==> config.mk <==
export PLATFORM = sky130hd
export DESIGN_NAME = tri_scheduler
export DESIGN_NICKNAME = d
export VERILOG_FILES = /design/src/rtl/tri_scheduler.sv
export SDC_FILE = /design/constraint.sdc
export NUM_CORES = 1
export LEC_CHECK = 0
export BUFFER_PORTS_ARGS = -buffer_cell sky130_fd_sc_hd__buf_2
export CAP_MARGIN = 20
export CORE_AREA = 2 2 195 197
export DETAILED_ROUTE_END_ITERATION = 12
export DIE_AREA = 0 0 197 199
export HOLD_SLACK_MARGIN = 0.02
export PLACE_DENSITY_LB_ADDON = 0.15
export SYNTH_ARGS = -nofsm -noshare
export SYNTH_HDL_FRONTEND = slang
export SYNTH_SLANG_ARGS = --single-unit
export TNS_END_PERCENT = 10
==> constraint.sdc <==
create_clock -name clk_in -period 4.7 [get_ports clk_in]
set_input_delay 0.94 -clock clk_in [delete_from_list [all_inputs] [get_ports clk_in]]
set_output_delay 0.94 -clock clk_in [all_outputs]
set_load 0.01 [all_outputs]
==> src/rtl/tri_scheduler.sv <==
// Per-frame triangle sequencer between the mesh ROM and the rasterizer.
// Reads four 96-bit ROM rows per triangle and presents each triangle on a valid/ready handshake.
module tri_scheduler #(
  parameter int NUM_TRIS     = 12,
  parameter int ROWS_PER_TRI = 4,
  parameter int ROM_LATENCY  = 2,
  parameter int ADDR_W       = $clog2(NUM_TRIS*4)
) (
  input  logic                                clk_in,
  input  logic                                rst_n_in,
  input  logic                                enable_in,
  input  logic                                new_frame_in,
  output logic [ADDR_W-1:0]                   rom_addr_out,
  input  logic [95:0]                         rom_data_in,
  output logic [3:0][2:0][31:0]               triangle_out,
  output logic                                tri_valid_out,
  input  logic                                tri_ready_in,
  output logic                                obj_done_out,
  output logic                                busy_out,
  output logic [$clog2(NUM_TRIS+1)-1:0]       tri_index_out,
  output logic                                overrun_out
);

  localparam int IDX_W    = $clog2(NUM_TRIS+1);
  localparam int LAST_ROW = ROWS_PER_TRI - 1;

  typedef enum logic [1:0] {
    IDLE,
    FETCH,
    WAIT,
    PRESENT
  } state_e;

  state_e                      state_q;
  logic [ADDR_W-1:0]           rom_addr_q;
  logic [1:0]                  row_q;
  logic [IDX_W-1:0]            idx_q;
  logic                        valid_q;
  logic                        done_q;
  logic                        overrun_q;
  logic [3:0][2:0][31:0]       tri_q;
  logic [ROM_LATENCY-1:0]      tag_vld_q;
  logic [ROM_LATENCY-1:0][1:0] tag_row_q;

  logic                        xfer;
  logic                        last_xfer;
  logic                        abort;
  logic                        restart;
  logic                        issue;
  logic                        cap_vld;
  logic                        cap_last;
  logic [1:0]                  cap_row;
  logic [ADDR_W-1:0]           next_base;

  // A new_frame landing on the final transfer completes the frame instead of aborting it.
  always_comb begin
    xfer      = valid_q & tri_ready_in;
    last_xfer = xfer & (idx_q == IDX_W'(NUM_TRIS - 1));
    abort     = new_frame_in & (state_q != IDLE) & ~last_xfer;
    restart   = abort | last_xfer | ((state_q == IDLE) & new_frame_in);
    issue     = (state_q == FETCH) & ~abort;
    cap_vld   = tag_vld_q[ROM_LATENCY-1] & ~abort;
    cap_row   = tag_row_q[ROM_LATENCY-1];
    cap_last  = cap_vld & (cap_row == 2'(LAST_ROW));
    next_base = ADDR_W'((32'(idx_q) + 32'd1) * 32'(ROWS_PER_TRI));
  end

  // Each issued address carries its row tag down a pipeline matched to the ROM latency.
  always_ff @(posedge clk_in or negedge rst_n_in) begin
    if (!rst_n_in) begin
      tag_vld_q <= '0;
      tag_row_q <= '0;
      tri_q     <= '0;
    end else begin
      if (cap_vld) begin
        tri_q[cap_row] <= rom_data_in;
      end
      for (int i = ROM_LATENCY - 1; i > 0; i--) begin
        tag_vld_q[i] <= tag_vld_q[i-1] & ~abort;
        tag_row_q[i] <= tag_row_q[i-1];
      end
      tag_vld_q[0] <= issue;
      tag_row_q[0] <= row_q;
    end
  end

  always_ff @(posedge clk_in or negedge rst_n_in) begin
    if (!rst_n_in) begin
      state_q    <= IDLE;
      rom_addr_q <= '0;
      row_q      <= '0;
      idx_q      <= '0;
      valid_q    <= 1'b0;
      done_q     <= 1'b0;
      overrun_q  <= 1'b0;
    end else begin
      done_q <= last_xfer;
      if (abort) begin
        overrun_q <= 1'b1;
      end
      if (restart) begin
        valid_q <= 1'b0;
        if (new_frame_in && enable_in) begin
          state_q    <= FETCH;
          idx_q      <= '0;
          row_q      <= '0;
          rom_addr_q <= '0;
        end else begin
          state_q <= IDLE;
        end
      end else begin
        unique case (state_q)
          IDLE: begin
            state_q <= IDLE;
          end
          FETCH: begin
            if (row_q == 2'(LAST_ROW)) begin
              state_q <= WAIT;
            end else begin
              row_q      <= row_q + 2'd1;
              rom_addr_q <= rom_addr_q + 1'b1;
            end
          end
          WAIT: begin
            if (cap_last) begin
              state_q <= PRESENT;
              valid_q <= 1'b1;
            end
          end
          PRESENT: begin
            if (xfer) begin
              valid_q    <= 1'b0;
              idx_q      <= idx_q + 1'b1;
              row_q      <= '0;
              rom_addr_q <= next_base;
              state_q    <= FETCH;
            end
          end
          default: begin
            state_q <= IDLE;
          end
        endcase
      end
    end
  end

  assign rom_addr_out  = rom_addr_q;
  assign triangle_out  = tri_q;
  assign tri_valid_out = valid_q;
  assign obj_done_out  = done_q;
  assign busy_out      = (state_q != IDLE);
  assign tri_index_out = idx_q;
  assign overrun_out   = overrun_q;

endmodule
### Word level (Yosys, flattened, before mapping)

Index checks and enable logic that the tools add are counted.

* eq/ne operators: 11
* add/subtract/negate cells: 4
* reduce and logical (&&, ||, !) cells: 12
* magnitude comparators: 2
* bitwise logic cells: 13
* muxes and demuxes: 27

Operators by type and width (number)
* $bwmux 384: 1
* $demux 96 s2: 1
* $mux 96: 1
* $mux 6: 4
* $mux 2: 8
* $mux 4: 4
* $pmux 6 s2: 1
* $and 1x1->1: 9
* $ne 3x3->1 const B: 3
* $reduce_and 3->1: 3
* $add 4x1->4 const B: 2
* $eq 2x2->1 const B: 4
* $pmux 2 s4: 1
* $add 6x1->6 const B: 1
* $reduce_bool 2->1: 3
* $reduce_bool 3->1: 2
* $eq 4x4->1 const B: 1
* $mux 1: 4
* $pmux 2 s2: 1
* $reduce_and 4->1: 1
* $lt 2x3->1 const B: 1
* $ne 3x2->1 const B: 1
* $add 2x1->2 const B: 1
* $eq 2x1->1 const B: 1
* 7 further kinds: 10

* flip-flop bits (word level): 407
* logic and storage cells: 91
* output and inout port bits: 398

### Depth between registers and ports, before layout

* word-level depth: 10
* depth in mapped cells: 9
* gate-level depth less buffers: 6

### Least setup slack after synthesis

OpenSTA, ideal clock, no wires.

* kind: input to register
* from: input port new_frame_in
* to: register tri_q (netlist bit triangle_out[192])
* setup time: 0.125 ns
* cell stages on the path: 8
* buffers on the path: 4
* setup slack: 2.189 ns
* data arrival time: 2.386 ns
* cell sequence: clkbuf_1 nand2b_1 a21o_4 and4b_1 buf_6 buf_6 buf_6 mux2_4

* longest elaborated chain between the ends: 4

RTL lines
* start: declaration: RTL line 12 `input logic new_frame_in,`
* $and 1x1->1 (2 in a row): RTL line 59 `abort = new_frame_in & (state_q != IDLE) & ~last_xfer;`
* $not 1->1: RTL line 62 `cap_vld = tag_vld_q[ROM_LATENCY-1] & ~abort;`
* $and 1x1->1: RTL line 62
* end signal: indexed assignment: RTL line 76 `tri_q[cap_row] <= rom_data_in;`
* end: declaration: RTL line 41 `logic [3:0][2:0][31:0] tri_q;`

Every way passes these cells.
A chain may end at the register's enable or synchronous reset.

### Worst setup path in the final report

* from: register idx_q[0], in the netlist tri_index_out[0]
* to: register tri_q (netlist bit triangle_out[256])

* longest elaborated chain between the ends: 6

RTL lines
* start: declaration: RTL line 37 `logic [IDX_W-1:0] idx_q;`
* start signal: assignment: RTL line 133 `idx_q <= idx_q + 1'b1;`
* $eq 4x4->1: RTL line 58 `last_xfer = xfer & (idx_q == IDX_W'(NUM_TRIS - 1));`
* $and 1x1->1: RTL line 58
* $not 1->1: RTL line 59
* $and 1x1->1: RTL line 59
* $not 1->1: RTL line 62
* $and 1x1->1: RTL line 62

Every way passes these cells.

==> results by group <==
Setup path
  – Worst setup SP type: register
  – CP max FO: 48
  – Critical Path Sink Type: register
  – Worst stage delay on the critical path: around 0.6 ns
  – Kind of critical path: reg -> reg
  – Crit-path cells: ha_1, and4b_1, a21o_4, and4b_4, buf_12, mux2_2
  – Slowest-stage cell, CP: and4b_4
  – R2R depth: 6
  – CP Data Required Time: just over 5 ns
  – Crit path DAT: 3.42 ns

Synthesis
  – Asr flop ratio synth: 100%
  – Cells after synthesis: about 950
  – Top_reg_cell synth: dfrtp_1
  – Post-Syn Nets: ~1100
  – Mapped Avg Cell Area: 16.7 um^2
  – Most numerous cell in the Yosys netlist: dfrtp_1
  – Synth area leaders: dfrtp_1, mux2_2, mux2_4
  – Biggest area consumer among synthesized cells: dfrtp_1
  – Post-synth EDFFs: 0
  – Share of the synthesized area in the top cell type: 64.0%
  – Synth unique cells: 43
  – Yosys Warn Count: 0
  – #FFs+latches synth: about 410
  – Post-synthesis sequential area ratio: 64.0%
  – Synth cell count leaders: dfrtp_1, mux2_2, mux2_4, buf_2, buf_6
  – Post-synthesis cell area: approximately 16000 um^2

Place
  – Dpl cell area: between 15000 and 20000 um^2
  – Setup WS pre-CTS: roughly 1.5 ns
  – IO Port Bufs: about 500
  – GP Congestion: roughly 0.80
  – Final HPWL DP: ~30 mm

Clock tree
  – Max Buffers Root-to-Sink: 3
  – CTS tree: done
  – Register clock-pin slew on the reported worst setup and hold paths: 0.06 ns
  – Clock Root Buffer: clkbuf_16
  – TritonCTS Buffers: 44
  – H-tree depth: 2
  – Clock Sinks: ~410
  – CTS Hold Bufs: 0
  – Resize count post-CTS: 0
  – Setup Buffers After CTS: 0
  – Clk_lat worst skew: around 0.55 ns

Timing
  – Max-slew violation count: 0
  – Clk_skew: 0.0113 ns
  – Tcrit/Tclk final: 63.6%
  – Period minus WS final: 2.99 ns
  – Setup TNS: 0 ns
  – Worst rel slew slack: ~34%
  – Setup slack after layout: approximately 1.7 ns
  – Final setup vio count: 0
  – F_max: roughly 330 MHz
  – Worst-margin pin slew: 0.994 ns
  – Final hold vios: 0
  – RSZ-0062 raised after global routing: no

Worst hold path
  – Worst min path class: reg -> reg
  – WHS Path Cells: 0

Power
  – Leak: approximately 10 nW
  – Worst VDD drop: approximately 0.39 mV
  – Cell Pwr Density: between 700 and 800 nW/um^2
  – Total power draw: between 10 and 15 mW

Cells and area
  – Area Growth Syn to Fin: 27.8%
  – Final Instance Area: roughly 20000 um^2
  – Fraction of layout cells with a size suffix above 1: between 60 and 70%
  – Nets: ~1600
  – Fillers: around 3100

Detailed routing
  – Drt pass-1 iters: 4
  – Routed Wire Length: 42.0 mm
  – DRC errors left: 0
  – DR iter-0 viols: approximately 330
  – DR vias: ~10000
  – Vias/cell: a little over 5
  – Post-DRT Antenna Nets: 0
  – Drt wl/cell: around 21 um

Floorplan
  – Total core area: around 37000 um^2
  – Vert. Die Dim: between 150 and 200 um
  – I/O pin count: about 500
  – Initial Utilization: 42.8%
  – DIE AREA: just under 40000 um^2
  – Row cnt: approximately 70
  – Chip width: 197 um

Flow run
  – Max-cap viol count: 0

Run status
  – Outcome: complete, no violations

Global routing
  – Initial antenna violation count: 5
  – Vias in the first global route: between 10000 and 15000
  – First-pass GRT wire length: between 60 and 70 mm
  – Largest net degree at the start of global routing: around 120
  – GRT Total Usage: 21.0%
  – Gr ovfl total: 0
[metal layers]
metal,global-route usage (%),up-vias,wire (um)
li1,-,4436,-
met4,8.19,2,1310
met1,25.9,5105,17400
met2,34.1,364,19900
met3,7.07,72,3400
met5,0,-,13
[placed cells by master, fill, tap and decap left out, types with 5 or more instances in the layout]
| cell | instances |
|---|---|
| buf_2 | 497 |
| dfrtp_1 | 407 |
| mux2_2 | 304 |
| mux2_4 | 80 |
| clkbuf_16 | 45 |
| clkbuf_1 | 12 |
| buf_4 | 12 |
| clkbuf_8 | 11 |
| inv_1 | 10 |
| nand2_1 | 10 |
| nand3_1 | 8 |
| ha_1 | 7 |
| nor2_1 | 6 |
| a21oi_1 | 6 |
| diode_2 | 5 |
| o211ai_1 | 5 |
| clkinv_2 | 5 |
| buf_12 | 5 |
[layout make-up]
cell class | count | area (um^2) | share of cell area, %
Timing Repair Buffer | 515 | 2690 | 13.2
Antenna cell | 5 | 12.5 | 0.0616
Clock inverter | 10 | 110 | 0.542
Sequential cell | 407 | 10200 | 50.1
Inverter | 10 | 37.5 | 0.185
Clock buffer | 68 | 1320 | 6.51
Tap cell | 474 | 593 | 2.92
Multi-Input combinational cell | 486 | 5370 | 26.4
[critical path: cells and delay by family (launching register included)]
family	cells	cell delay, ns
simple gates	2	0.99
flops	1	0.48
mux	1	0.39
buf+inv	1	0.37
fa+ha+maj	1	0.29
compound gates	1	0.22
[where the power goes]
part / switching, mW / internal [mW] / leakage [nW]
Sequential: 0.866 / 5.17 / 5.03
Combinational: 2.64 / 2.81 / 4.36
Clock: 1.37 / 2.04 / 0.705
[sequential cells by signal, indices dropped and copies added, names as in the netlist]
signal,flops
cap_row,2
tri_index_out,4
tri_valid_out,1
triangle_out,384
tag_vld_q,2
rom_addr_out,6
tag_row_q,2
overrun_out,1
state_q,2
row_q,2
obj_done_out,1
[stage by stage]
stage          util [%]  std cells  hold slack [ns]
2_1_floorplan         -        951            0.331
3_3_place_gp       50.8       1892            0.332
3_5_place_dp       50.8       1892            0.336
4_1_cts            54.7       1970            0.349
5_1_grt            54.7       1973            0.362
6_report           54.7       1975            0.355
[path summary, 6_finish.rpt]
path,startpoint,endpoint,slack (ns)
worst max-delay path,tri_index_out[0],triangle_out[256],1.71
worst min-delay path,tag_row_q[1],cap_row[1],0.35
worst max register to register,tri_index_out[0],triangle_out[256],1.71
worst min register to register,tag_row_q[1],cap_row[1],0.35
max in group asynchronous,rst_n_in,triangle_out[79],3.06
min in group asynchronous,rst_n_in,triangle_out[349],0.47
[cell families (layout without fill, tap and decap cells)]
logic type	count (synthesis)	in the layout	synth area share [%]
adder cells (fa/ha/maj)	7	7	0.551
flip-flops	407	407	64.0
XOR/XNOR	2	2	0.110
other	0	5	0
multiplexers	388	388	29.3
AND/OR/NAND/NOR	47	47	1.61
buffers and inverters	58	603	2.34
AO/OA/AOI/OAI	42	42	2.01
(Power assumes the default switching activity.)
